## src/rtl/sprite_pixel_fetch_pkg.sv

```systemverilog
// Shared image geometry, sprite layout, key colour and motion state encoding
// for the sprite pixel fetch block.
package sprite_pixel_fetch_pkg;

    localparam int DATA_WIDTH = 12;
    localparam int ADDR_WIDTH = 17;
    localparam int IMG_W      = 320;
    localparam int IMG_H      = 240;
    localparam int SPR_W      = 64;
    localparam int SPR_H      = 32;
    localparam int SPR_FRAMES = 8;
    localparam int SPR_Y      = 104;
    localparam int SPR_BASE   = IMG_W * IMG_H;
    localparam int SPR_SIZE   = SPR_W * SPR_H;
    localparam int XPOS_W     = 9;
    localparam int ANIM_W     = 3;
    localparam int CNT_W      = 8;

    localparam logic [DATA_WIDTH-1:0] TRANSPARENT = 12'h0F0;

    typedef enum logic {
        DIR_RIGHT = 1'b0,
        DIR_LEFT  = 1'b1
    } dir_e;

endpackage

```

## src/rtl/sprite_pixel_fetch_if.sv

```systemverilog
// Dual read-port image SRAM bus: the fetch block drives addresses (master),
// the SRAM returns one word per port one clock later (slave).
interface sprite_pixel_fetch_if;
    import sprite_pixel_fetch_pkg::*;

    logic                  sram_en;
    logic                  sram_we;
    logic [ADDR_WIDTH-1:0] sram_addr1;
    logic [ADDR_WIDTH-1:0] sram_addr2;
    logic [DATA_WIDTH-1:0] sram_data1;
    logic [DATA_WIDTH-1:0] sram_data2;

    modport master (
        output sram_en, sram_we, sram_addr1, sram_addr2,
        input  sram_data1, sram_data2
    );

    modport slave (
        input  sram_en, sram_we, sram_addr1, sram_addr2,
        output sram_data1, sram_data2
    );

endinterface

```

## src/rtl/sprite_pixel_fetch_motion.sv

```systemverilog
// Sprite bounce FSM plus animation frame sequencing; both advance only on
// frame_tick, divided by MOVE_DIV and ANIM_DIV respectively.
module sprite_pixel_fetch_motion
    import sprite_pixel_fetch_pkg::*;
#(
    parameter int ANIM_DIV = 4,
    parameter int MOVE_DIV = 1
) (
    input  logic              clk,
    input  logic              reset_n,
    input  logic              frame_tick,
    output logic [XPOS_W-1:0] x_pos,
    output dir_e              dir,
    output logic [ANIM_W-1:0] anim_idx
);

    localparam logic [CNT_W-1:0]  MOVE_LAST = CNT_W'(MOVE_DIV - 1);
    localparam logic [CNT_W-1:0]  ANIM_LAST = CNT_W'(ANIM_DIV - 1);
    localparam logic [XPOS_W-1:0] X_TURN_L  = XPOS_W'(IMG_W - SPR_W - 1);
    localparam logic [ANIM_W-1:0] LAST_FRM  = ANIM_W'(SPR_FRAMES - 1);

    logic [XPOS_W-1:0] x_pos_q;
    dir_e              dir_q;
    logic [ANIM_W-1:0] anim_idx_q;
    logic [CNT_W-1:0]  move_cnt_q;
    logic [CNT_W-1:0]  anim_cnt_q;

    always_ff @(posedge clk or negedge reset_n) begin
        if (!reset_n) begin
            x_pos_q    <= '0;
            dir_q      <= DIR_RIGHT;
            anim_idx_q <= '0;
            move_cnt_q <= '0;
            anim_cnt_q <= '0;
        end else if (frame_tick) begin
            if (move_cnt_q == MOVE_LAST) begin
                move_cnt_q <= '0;
                // Turn decisions look at x_pos before the step so the sprite
                // touches both edges (0 and IMG_W-SPR_W) exactly once.
                case (dir_q)
                    DIR_RIGHT: begin
                        x_pos_q <= x_pos_q + XPOS_W'(1);
                        if (x_pos_q == X_TURN_L) dir_q <= DIR_LEFT;
                    end
                    DIR_LEFT: begin
                        x_pos_q <= x_pos_q - XPOS_W'(1);
                        if (x_pos_q == XPOS_W'(1)) dir_q <= DIR_RIGHT;
                    end
                    default: dir_q <= DIR_RIGHT;
                endcase
            end else begin
                move_cnt_q <= move_cnt_q + CNT_W'(1);
            end

            if (anim_cnt_q == ANIM_LAST) begin
                anim_cnt_q <= '0;
                anim_idx_q <= (anim_idx_q == LAST_FRM) ? '0 : anim_idx_q + ANIM_W'(1);
            end else begin
                anim_cnt_q <= anim_cnt_q + CNT_W'(1);
            end
        end
    end

    assign x_pos    = x_pos_q;
    assign dir      = dir_q;
    assign anim_idx = anim_idx_q;

endmodule

```

## src/rtl/sprite_pixel_fetch.sv

```systemverilog
// Scan position -> SRAM addresses -> sprite/background composite, 3-clock pipeline.
// Optional macro SPRITE_MIRROR_EN: flip the sprite horizontally while moving left.
module sprite_pixel_fetch
    import sprite_pixel_fetch_pkg::*;
#(
    parameter int ANIM_DIV = 4,
    parameter int MOVE_DIV = 1
) (
    input  logic                  clk,
    input  logic                  reset_n,
    input  logic                  frame_tick,
    input  logic                  video_on,
    input  logic [9:0]            pixel_x,
    input  logic [9:0]            pixel_y,
    sprite_pixel_fetch_if.master  sram,
    output logic [DATA_WIDTH-1:0] rgb_out,
    output logic                  rgb_valid
);

    localparam logic [ADDR_WIDTH-1:0] IMG_W_A    = ADDR_WIDTH'(IMG_W);
    localparam logic [ADDR_WIDTH-1:0] SPR_W_A    = ADDR_WIDTH'(SPR_W);
    localparam logic [ADDR_WIDTH-1:0] SPR_H_A    = ADDR_WIDTH'(SPR_H);
    localparam logic [ADDR_WIDTH-1:0] SPR_Y_A    = ADDR_WIDTH'(SPR_Y);
    localparam logic [ADDR_WIDTH-1:0] SPR_BASE_A = ADDR_WIDTH'(SPR_BASE);
    localparam logic [ADDR_WIDTH-1:0] SPR_SIZE_A = ADDR_WIDTH'(SPR_SIZE);

    logic [XPOS_W-1:0] x_pos;
    dir_e              dir;
    logic [ANIM_W-1:0] anim_idx;

    sprite_pixel_fetch_motion #(
        .ANIM_DIV (ANIM_DIV),
        .MOVE_DIV (MOVE_DIV)
    ) u_motion (
        .clk        (clk),
        .reset_n    (reset_n),
        .frame_tick (frame_tick),
        .x_pos      (x_pos),
        .dir        (dir),
        .anim_idx   (anim_idx)
    );

    // Screen is 2x upscaled, so the LSBs of the scan position only select the
    // duplicated screen pixel and carry no image information.
    logic unused_scan_lsb;
    assign unused_scan_lsb = ^{pixel_x[0], pixel_y[0], dir};

    logic [ADDR_WIDTH-1:0] ix_a, iy_a, xp_a, anim_a, col_raw, col;
    logic [ADDR_WIDTH-1:0] addr1_d, addr2_d;
    logic                  hit_d;

    always_comb begin
        ix_a    = ADDR_WIDTH'(pixel_x[9:1]);
        iy_a    = ADDR_WIDTH'(pixel_y[9:1]);
        xp_a    = ADDR_WIDTH'(x_pos);
        anim_a  = ADDR_WIDTH'(anim_idx);
        col_raw = ix_a - xp_a;
`ifdef SPRITE_MIRROR_EN
        col     = (dir == DIR_LEFT) ? (SPR_W_A - ADDR_WIDTH'(1) - col_raw) : col_raw;
`else
        col     = col_raw;
`endif
        hit_d   = (ix_a >= xp_a) && (ix_a < xp_a + SPR_W_A) &&
                  (iy_a >= SPR_Y_A) && (iy_a < SPR_Y_A + SPR_H_A);
        addr1_d = iy_a * IMG_W_A + ix_a;
        addr2_d = hit_d ? (SPR_BASE_A + anim_a * SPR_SIZE_A +
                           (iy_a - SPR_Y_A) * SPR_W_A + col)
                        : SPR_BASE_A;
    end

    logic [ADDR_WIDTH-1:0] addr1_q, addr2_q;
    logic                  hit_s0_q, von_s0_q, hit_s1_q, von_s1_q;
    logic [DATA_WIDTH-1:0] rgb_q;
    logic                  valid_q;

    // S0 registers addresses, S1 waits for the SRAM read, S2 composites.
    always_ff @(posedge clk or negedge reset_n) begin
        if (!reset_n) begin
            addr1_q  <= '0;
            addr2_q  <= '0;
            hit_s0_q <= 1'b0;
            von_s0_q <= 1'b0;
            hit_s1_q <= 1'b0;
            von_s1_q <= 1'b0;
            rgb_q    <= '0;
            valid_q  <= 1'b0;
        end else begin
            addr1_q  <= addr1_d;
            addr2_q  <= addr2_d;
            hit_s0_q <= hit_d;
            von_s0_q <= video_on;
            hit_s1_q <= hit_s0_q;
            von_s1_q <= von_s0_q;
            valid_q  <= von_s1_q;
            if (!von_s1_q)
                rgb_q <= '0;
            else if (hit_s1_q && (sram.sram_data2 != TRANSPARENT))
                rgb_q <= sram.sram_data2;
            else
                rgb_q <= sram.sram_data1;
        end
    end

    assign sram.sram_en    = 1'b1;
    assign sram.sram_we    = 1'b0;
    assign sram.sram_addr1 = addr1_q;
    assign sram.sram_addr2 = addr2_q;
    assign rgb_out         = rgb_q;
    assign rgb_valid       = valid_q;

endmodule
```

## src/flat_wrapper.sv

```systemverilog
// flat-port wrapper written by rule: the top's interface ports become plain ports
module sprite_pixel_fetch_flat import sprite_pixel_fetch_pkg::*;
#(
    parameter int ANIM_DIV = 4,
    parameter int MOVE_DIV = 1
)
  (clk, reset_n, frame_tick, video_on, pixel_x, pixel_y, rgb_out, rgb_valid, sram_sram_en, sram_sram_we, sram_sram_addr1, sram_sram_addr2, sram_sram_data1, sram_sram_data2);
  sprite_pixel_fetch_if sram_i ();
  input  logic clk;
  input  logic reset_n;
  input  logic frame_tick;
  input  logic video_on;
  input  logic [9:0] pixel_x;
  input  logic [9:0] pixel_y;
  output logic [DATA_WIDTH-1:0] rgb_out;
  output logic rgb_valid;
  output wire logic [$bits(sram_i.sram_en)-1:0] sram_sram_en;
  output wire logic [$bits(sram_i.sram_we)-1:0] sram_sram_we;
  output wire logic [$bits(sram_i.sram_addr1)-1:0] sram_sram_addr1;
  output wire logic [$bits(sram_i.sram_addr2)-1:0] sram_sram_addr2;
  input wire logic [$bits(sram_i.sram_data1)-1:0] sram_sram_data1;
  input wire logic [$bits(sram_i.sram_data2)-1:0] sram_sram_data2;
  assign sram_sram_en = sram_i.sram_en;
  assign sram_sram_we = sram_i.sram_we;
  assign sram_sram_addr1 = sram_i.sram_addr1;
  assign sram_sram_addr2 = sram_i.sram_addr2;
  assign sram_i.sram_data1 = sram_sram_data1;
  assign sram_i.sram_data2 = sram_sram_data2;
  sprite_pixel_fetch #(.ANIM_DIV(ANIM_DIV), .MOVE_DIV(MOVE_DIV)) u_core (.clk(clk), .reset_n(reset_n), .frame_tick(frame_tick), .video_on(video_on), .pixel_x(pixel_x), .pixel_y(pixel_y), .sram(sram_i), .rgb_out(rgb_out), .rgb_valid(rgb_valid));
endmodule
```

## config.mk

```make
export PLATFORM = sky130hd
export DESIGN_NAME = sprite_pixel_fetch_flat
export DESIGN_NICKNAME = d
export VERILOG_FILES = /design/src/rtl/sprite_pixel_fetch_pkg.sv /design/src/rtl/sprite_pixel_fetch_if.sv /design/src/rtl/sprite_pixel_fetch_motion.sv /design/src/rtl/sprite_pixel_fetch.sv /design/src/flat_wrapper.sv
export SDC_FILE = /design/constraint.sdc
export NUM_CORES = 1
export LEC_CHECK = 0
export BUFFER_PORTS_ARGS = -buffer_cell sky130_fd_sc_hd__buf_2
export CORE_MARGIN = 5
export CORE_UTILIZATION = 50
export DETAILED_ROUTE_END_ITERATION = 8
export GPL_ROUTABILITY_DRIVEN = 0
export PLACE_DENSITY_LB_ADDON = 0.25
export SETUP_SLACK_MARGIN = 0.02
export SYNTH_ARGS = -nofsm -noshare
export SYNTH_HDL_FRONTEND = slang
export SYNTH_SLANG_ARGS = --single-unit
```

## constraint.sdc

```tcl
create_clock -name clk -period 3.8 [get_ports clk]
set_input_delay 0.76 -clock clk [delete_from_list [all_inputs] [get_ports clk]]
set_output_delay 0.76 -clock clk [all_outputs]
set_load 0.02 [all_outputs]
```

# Yosys cells after proc, flatten, opt, wreduce, memory -nomap -nowiden
# Cells that the tools add are included.
dict set report op_classes {
  n_addsub 12
  mul 1
  magnitude_cmp 4
  eq_ne 5
  mux 10
  n_bitwise 1
  reduce_logical 7
}
# cell count
set ops {}
lappend ops {{adder 17 bit} 2}
lappend ops {{two-way mux 12 bit} 2}
lappend ops {{case mux 9 bit (2 select lines)} 1}
lappend ops {{adder 17 x 14 -> 17 bit, first input constant} 1}
lappend ops {{adder 17 x 9 -> 17 bit} 1}
lappend ops {{less-than comparator 9 x 17 -> 1 bit} 1}
lappend ops {{two-way mux 17 bit} 1}
lappend ops {{adder 8 x 1 -> 8 bit, second input constant} 2}
lappend ops {{two-way mux 8 bit} 2}
lappend ops {{inequality test 12 x 8 -> 1 bit, second input constant} 1}
lappend ops {{multiplier 9 x 3 -> 11 bit, second input constant} 1}
lappend ops {{adder 9 x 7 -> 10 bit, second input constant} 1}
lappend ops {{subtractor 9 x 7 -> 10 bit, second input constant} 1}
lappend ops {{subtractor 9 x 9 -> 10 bit} 1}
lappend ops {{adder 9 x 1 -> 9 bit, second input constant} 1}
lappend ops {{== test 9 x 1 -> 1 bit, second input constant} 1}
lappend ops {{== test 9 x 8 -> 1 bit, second input constant} 1}
lappend ops {{greater-or-equal comparator 9 x 7 -> 1 bit, second input constant} 1}
lappend ops {{greater-or-equal comparator 9 bit} 1}
lappend ops {{less-than comparator 9 x 8 -> 1 bit, second input constant} 1}
lappend ops {{subtractor 9 x 1 -> 9 bit, second input constant} 1}
lappend ops {{== test 8 x 2 -> 1 bit, second input constant} 1}
lappend ops {{zero test 8 bit} 1}
lappend ops {{logical AND 1 bit} 4}
lappend ops {{other kinds (7)} 9}
dict set report word_totals {
  regBits 80
  inputBits 48
  output_inout_bits 49
  wordCells 53
}

# Depth between registers and ports, before layout
# Gate-level depths: netlist of run 1.
dict set report depth {
  ltp_word 6
  ltp_mapped 21
  depth_no_buf 21
}

# Cells and area by module
# From an unflattened synthesis of run 1, not the netlist that was laid out.
dict set report hier_totals {
  cells_unflattened 487
  hier_area_um2 4994.8
}
# mod n_inst cells_each area_each_um2
set modules_own_cells {}
lappend modules_own_cells {sprite_pixel_fetch 1 343 3488.3}
lappend modules_own_cells {sprite_pixel_fetch_motion 1 144 1506.4}

# Worst setup path after synthesis of run 1
# No wires, ideal clock.
dict set report synth_path {
  path_type {input to register}
  start {in pixel_x[1]}
  end {reg u_core.addr2_q[16] (netlist: u_core.sram.sram_addr2[16])}
  setup_ns 0.072
  arrival_time_ns 4.160
  required_ns 3.728
  path_slack_ns -0.432
  path_stages 21
  n_path_buf 0
  cell_sequence {inv_1 ha_1 inv_1 fa_1 a21o_1 a21oi_2 nor2b_1 o21ai_0 a21oi_1 xnor2_1 ha_1 ha_1 ha_1 inv_1 fa_1 nor2b_1 o21ai_0 a21oi_1 nor2_1 a221o_1 nand4_1}
}
dict set report synth_via {
  elab_chain_len 5
  word_cells_on_any_way 8
  classes_between {add/sub: 2; order compare: 2; mux: 1; reduce/logical: 3}
}
# element line_no
set synth_lines {}
lappend synth_lines {{from (decl)} flat_wrapper.sv:13} ;# input logic [9:0] pixel_x;
lappend synth_lines {{parallel branches: the longest is 4 deep, another holds adder 17 bit} --}
lappend synth_lines {{two-way mux 17 bit (*)} sprite_pixel_fetch.sv:66} ;# addr2_d = hit_d ? (SPR_BASE_A + anim_a * SPR_SIZE_A +
lappend synth_lines {{via u_core.addr2_d[16]} sprite_pixel_fetch.sv:49} ;# logic [ADDR_WIDTH-1:0] addr1_d, addr2_d;
lappend synth_lines {{to (signal assigned)} sprite_pixel_fetch.sv:89} ;# addr2_q <= addr2_d;
lappend synth_lines {{to (decl)} sprite_pixel_fetch.sv:71} ;# logic [ADDR_WIDTH-1:0] addr1_q, addr2_q;
# Mark *: on every way through the listed nets, which the timed path passes.
# A chain may end at the register's enable or synchronous reset.

# Worst setup path after layout of run 1
# Same ends and word-level chain as after synthesis.

==> impl_metrics.tcl, run 1 <==
set metrics [dict create \
    syn_inst 502 \
    cp.arrival_ps 4220 \
    htree_levels 3 \
    grt_max_degree 81 \
    grt_overflow 0 \
    first_global_vias 4255 \
    ant_nets 0 \
    clk_path_buf_depth 2 \
    hold_buffers 0 \
    path_max_fanout 3 \
    start_util_pct 51.6 \
    ir_drop_mv 0.395 \
    cts_made_buffers 9 \
    status "complete, but fails checks" \
    synth_top_family_by_area "adder cells" \
    n_antenna_cell 0 \
    vias_per_cell 5.19 \
    post-route-min-period_ps 3930 \
    crit_required_ps 4090 \
    final_common_cell "buf_2" \
    core_mm2 0.00982 \
    cts_num_sinks 80 \
    synth-simple-area-share_pct 16.6 \
    grt_pass1_wl_um 19100 \
    syn_area_mm2 0.00506 \
    post-route-util_pct 65.1 \
    yosysTopAreaCell "dfrtp_1" \
    totalWireLength_um 11100 \
    drc 0 \
    finalHoldViolations 0 \
    synth_top_cells_by_area "dfrtp_1, ha_1, xnor2_1" \
    clock-root-buffer "clkbuf_8" \
    avgSynthCellArea_um2 10.1 \
    max-slew-margin-rel_pct 34.2 \
    hold_path.class "reg2reg" \
    rows 36 \
    muxShareOfSynthArea_pct 2.05 \
    areaGrowthSynthToFinish_pct 26.2 \
    setup_viol 2 \
    wl_per_cell_um 14.3 \
    worst_pin_slew_ps 987 \
    violations "setup timing" \
    synth_edf_count 0 \
    endpoint_kind "flop" \
    p_per_area_mw_per_mm2 772 \
    synth-adder-area-share_pct 19.1 \
    nets 758 \
    dr.first_iter.drc_count 138 \
    synth.top_cell.area_share_pct 39.5 \
    rsz0062_at_grt "yes" \
    dr.pass1.iters 4 \
    layout-drive-gt1-share_pct 30.7 \
    synth_xor_area_share_pct 8.82 \
    cts_tree "yes" \
    synth_nets 623 \
    p_leak_nw 3.15 \
    antenna_found_initial 0 \
    io-pin-count 97 \
    yosysWarnings 0 \
    post-route-period-util_pct 103 \
    slew_viol_final 0 \
    grtUsageTotal_pct 18.6 \
    yosys_register_bits 80 \
    crit_type "in2reg" \
    vias 4019 \
    power_mw 4.94 \
    clkTransAtPathRegs_ps 80 \
    worst_slack_ps -133 \
    maxCapViolCount 0 \
    fin_hold_ws_ps 355 \
    layout.cells.most_common_list "buf_2, dfrtp_1, ha_1" \
    ys_types 56 \
    die_area_mm2 0.0122 \
    ys.flop_type "dfrtp_1" \
    hpwl_um 8610 \
    synth_compound_area_share_pct 9.49 \
    synth-async-reset-ratio_pct 100 \
    worstSkewPairLatency_ps 360 \
    yosysSeqAreaShare_pct 39.5 \
    die_w_um 111 \
    timing.fmax_mhz 254 \
    io_buffers 92 \
    chipHeight_um 111 \
    start_kind "input pin" \
    clock_skew_ps 6.82 \
]
-- metal layers --
metal  vias up  GRT usage [%]  routed length (µm)
li1       2008              -                   -
met1      1932           22.7                4900
met2        69           32.1                5470
met3        10           4.76                 551
met4         0           6.08                 131
met5         -              0                   0
-- state kept, by name, indices dropped and copies added, names as in the netlist --
name	cells
u_core.sram.sram_addr1	17
u_core.sram.sram_addr2	17
u_core.rgb_out	12
u_core.u_motion.x_pos	9
u_core.u_motion.anim_cnt_q	8
u_core.u_motion.move_cnt_q	8
u_core.u_motion.anim_idx	3
u_core.hit_s0_q	1
u_core.hit_s1_q	1
u_core.rgb_valid	1
u_core.u_motion.dir	1
u_core.von_s0_q	1
u_core.von_s1_q	1
-- cells in the mapped netlist (12+ instances only) --
library cell / instances
a21oi_1: 22
and3_1: 12
dfrtp_1: 80
ha_1: 66
inv_1: 43
nand2_1: 35
nand3_1: 14
nand4_1: 12
nor2_1: 25
nor2b_1: 13
nor3_1: 16
o21ai_0: 17
xnor2_1: 31
xor2_1: 20
-- area by class of cell --
class	count	area [µm²]
tap	133	166
fill	808	3430
inverter	43	174
timing repair buffer	135	805
sequential	80	2000
multi-input combinational	368	3050
clock buffer	11	141
clock inverter	5	56.3
-- power breakdown --
group | switching (mW) | leakage [nW] | internal, mW
Combinational | 1.55 | 2.06 | 1.57
Clock | 0.306 | 0.0993 | 0.320
Sequential | 0.161 | 0.988 | 1.03
-- stage by stage --
step / setup slack (ps) / cell area, µm² / TNS (ps) / instances
final: -133 / 6390 / -206 / 775
after global routing: -265 / 6390 / -533 / 775
after CTS: -111 / 6270 / -111 / 771
after detailed placement: -563 / 6040 / -2300 / 753
after global placement: -459 / 6040 / -1820 / 753
after floorplan: -168 / 5190 / -331 / 502
-- worst max-delay path, cell delays in order --
cell and delay, ps:
buf_12 110, inv_12 40, ha_4 120, inv_2 30, fa_2 340, a21o_1 170, a21oi_2 140, nor2b_1 70
o21ai_1 200, a21oi_1 110, xnor2_1 140, ha_1 310, ha_4 280, ha_4 130, inv_2 40, fa_2 350
nor2b_2 130, o21ai_2 80, a21oi_2 190, nor2_1 70, a221o_1 310, nand4_1 90
-- cell families (layout without fill, tap and decap cells) --
logic type | after synthesis | count (layout)
AOI/OAI and AO/OA | 76 | 76
DFF | 80 | 80
xor gates and xnor gates | 51 | 51
other | 2 | 2
muxes | 10 | 10
and+or+nand+nor | 156 | 156
adders and majority gates | 73 | 73
buffers and inverters | 54 | 194
-- what timing repair did --
item | 4_1_cts | 5_1_grt
gates resized for setup | 7 | 16
pin swaps | 10 | 22
buffers inserted | 2 | 4
endpoints found under the setup margin | 3 | 6
-- final timing paths --
path,to,startpoint,slack [ps],cells past startpoint
worst max register to register,u_core.sram.sram_addr2[16]$_DFF_PN0_,u_core.u_motion.x_pos[0]$_DFFE_PN0P_,-20,20
worst min-delay path,u_core.hit_s1_q$_DFF_PN0_,u_core.hit_s0_q$_DFF_PN0_,350,0
max in group asynchronous,u_core.sram.sram_addr1[10]$_DFF_PN0_,reset_n,2600,1
worst max-delay path,u_core.sram.sram_addr2[16]$_DFF_PN0_,pixel_x[1],-130,22
min in group asynchronous,u_core.rgb_out[7]$_DFF_PN0_,reset_n,530,1
worst min register to register,u_core.hit_s1_q$_DFF_PN0_,u_core.hit_s0_q$_DFF_PN0_,350,0
Note: power is estimated with default switching activity, not from simulation.
==> inputs of run 2 (changes only) <==
--- a/config.mk
+++ b/config.mk
@@ -5,11 +5,10 @@
 export SDC_FILE = /design/constraint.sdc
 export NUM_CORES = 1
 export LEC_CHECK = 0
-export BUFFER_PORTS_ARGS = -buffer_cell sky130_fd_sc_hd__buf_2
-export CORE_MARGIN = 5
+export CORE_MARGIN = 3
 export CORE_UTILIZATION = 50
 export DETAILED_ROUTE_END_ITERATION = 8
-export GPL_ROUTABILITY_DRIVEN = 0
+export DONT_BUFFER_PORTS = 1
 export PLACE_DENSITY_LB_ADDON = 0.25
 export SETUP_SLACK_MARGIN = 0.02
 export SYNTH_ARGS = -nofsm -noshare
==> run 2 against run 1 <==
The run now ends clean. Die area fell by 7.1%. Core utilization fell by 5.1 points. Critical path type unchanged. Total power fell by 2.2%. Critical path depth fell by 1. Global-route usage rose by 0.43 points. Sequential share of layout area rose by 2.7 points. Worst hold slack got worse by 260 ps.
==> impl_metrics.tcl, run 2 (synthesis gave the netlist of run 1 again) <==
set metrics [dict create \
    cts_tree "yes" \
    cts_num_sinks 80 \
    grt_pass1_wl_um 17400 \
    grt_overflow 0 \
    hold_path.class "in2async" \
    final_common_cell "dfrtp_1" \
    worst_slack_ps 8.34 \
    first_global_vias 3672 \
    switching_share_pct 40.7 \
    grtUsageTotal_pct 19.1 \
    maxCapViolCount 0 \
    vias_per_cell 5.45 \
    drc 0 \
    rows 36 \
    crit_required_ps 4070 \
    timing.fmax_mhz 264 \
    max-slew-margin-rel_pct 57.8 \
    cp.arrival_ps 4070 \
    comb_power_share_pct 59.8 \
    globalplace.congestion 0.814 \
    worstSkewPairLatency_ps 360 \
    ir_drop_mv 0.366 \
    core_mm2 0.00982 \
    post-route-period-util_pct 99.8 \
    die_area_mm2 0.0114 \
    hold_buffers 0 \
    start_kind "input pin" \
    layout-drive-gt1-share_pct 18.4 \
    clkTransAtPathRegs_ps 80 \
    power_switching_mw 1.97 \
    rsz0062_at_grt "yes" \
    clock-root-buffer "clkbuf_8" \
    io_buffers 0 \
    pre_cts_ws_ps -387 \
    hpwl_um 8060 \
    post-route-min-period_ps 3790 \
    power_frac_seq_pct 26.2 \
    grt_max_degree 81 \
    antenna_found_initial 0 \
    slew_viol_final 0 \
    areaGrowthSynthToFinish_pct 16.3 \
    layout.cells.most_common_list "dfrtp_1, ha_1, inv_1" \
    dr.pass1.iters 4 \
    p_clk_share_pct 14.0 \
    start_util_pct 51.6 \
    p_leak_nw 2.73 \
    endpoint_kind "flop" \
    ff2ff_path_depth 20 \
    die_w_um 107 \
    io-pin-count 97 \
    nFillCells 845 \
    finalHoldViolations 0 \
    clk_path_buf_depth 2 \
    crit_type "in2reg" \
    clock_skew_ps 11.0 \
    ant_nets 0 \
    status "completed" \
    worst_pin_slew_ps 628 \
    vias 3687 \
    chipHeight_um 107 \
    path_max_fanout 3 \
    wl_per_cell_um 15.8 \
    p_per_area_mw_per_mm2 819 \
    n_antenna_cell 0 \
    htree_levels 3 \
    intPower_mw 2.86 \
    dr.first_iter.drc_count 109 \
    totalWireLength_um 10700 \
    cts_made_buffers 9 \
    nets 660 \
    power_mw 4.83 \
    setup_viol 0 \
]
## run 2: repair_timing
action	in CTS	in global routing
endpoints found under the setup margin	3	5
cloned	0	0
pin swaps	5	15
resized for setup	6	12
buffers inserted	2	4
## run 2: power groups by stage
| stage | combinational, mW | clock (mW) | sequential, mW |
|---|---|---|---|
| floorplan | 1.86 | 0 | 1.24 |
| global placement | 2.48 | 0 | 1.28 |
| detailed placement | 2.58 | 0 | 1.29 |
| CTS | 2.66 | 0.700 | 1.27 |
| global route | 3.23 | 0.738 | 1.29 |
| finish | 2.89 | 0.677 | 1.27 |
## run 2: critical path, cell delays in order
cell and delay [ps]:
inv_12 30, ha_4 120, inv_2 30, fa_2 340
a21o_1 170, a21oi_2 140, nor2b_1 60, o21ai_1 160
a21oi_1 110, xnor2_1 170, ha_1 280, ha_4 300
ha_4 140, inv_2 40, fa_2 340, nor2b_2 140
o21ai_2 70, a21oi_2 180, nor2_1 70, a221o_1 320
nand4_1 90
## run 2: per-layer routing
metal / wire [µm] / vias up / track usage, %
met3: 613 / 11 / 4.94
li1: - / 1809 / -
met1: 4720 / 1766 / 24.2
met5: 0 / - / 0
met4: 131 / 0 / 5.11
met2: 5260 / 101 / 32.4
## run 2: path summary, 6_finish.rpt
check	start	to	slack (ps)
min in group clk	u_core.von_s0_q$_DFF_PN0_	u_core.von_s1_q$_DFF_PN0_	350
worst max-delay path	pixel_x[1]	u_core.sram.sram_addr2[16]$_DFF_PN0_	8
worst max register to register	u_core.u_motion.x_pos[0]$_DFFE_PN0P_	u_core.sram.sram_addr2[16]$_DFF_PN0_	8
max in group asynchronous	reset_n	u_core.sram.sram_addr1[0]$_DFF_PN0_	3580
worst min register to register	u_core.von_s0_q$_DFF_PN0_	u_core.von_s1_q$_DFF_PN0_	350
worst min-delay path	reset_n	u_core.rgb_out[7]$_DFF_PN0_	90
## run 2: through the flow
stage          util, %  std cells  area (µm²)  hold WS [ps]  setup TNS, ps
2_1_floorplan        -        502        5190           331           -331
3_3_place_gp      56.3        655        5530           338           -972
3_5_place_dp      56.3        655        5530           337          -1300
4_1_cts           58.9        673        5790          71.5              0
5_1_grt           60.0        677        5890          59.7           -155
6_report          60.0        677        5890          92.1              0
## run 2: layout make-up
cell class | instances | area (µm²) | share of cell area, %
Clock inverter | 4 | 51.3 | 0.871
Inverter | 43 | 174 | 2.95
Multi-Input combinational cell | 368 | 3050 | 51.8
Clock buffer | 12 | 165 | 2.80
Tap cell | 133 | 166 | 2.82
Timing Repair Buffer | 37 | 278 | 4.72
Sequential cell | 80 | 2000 | 34.0
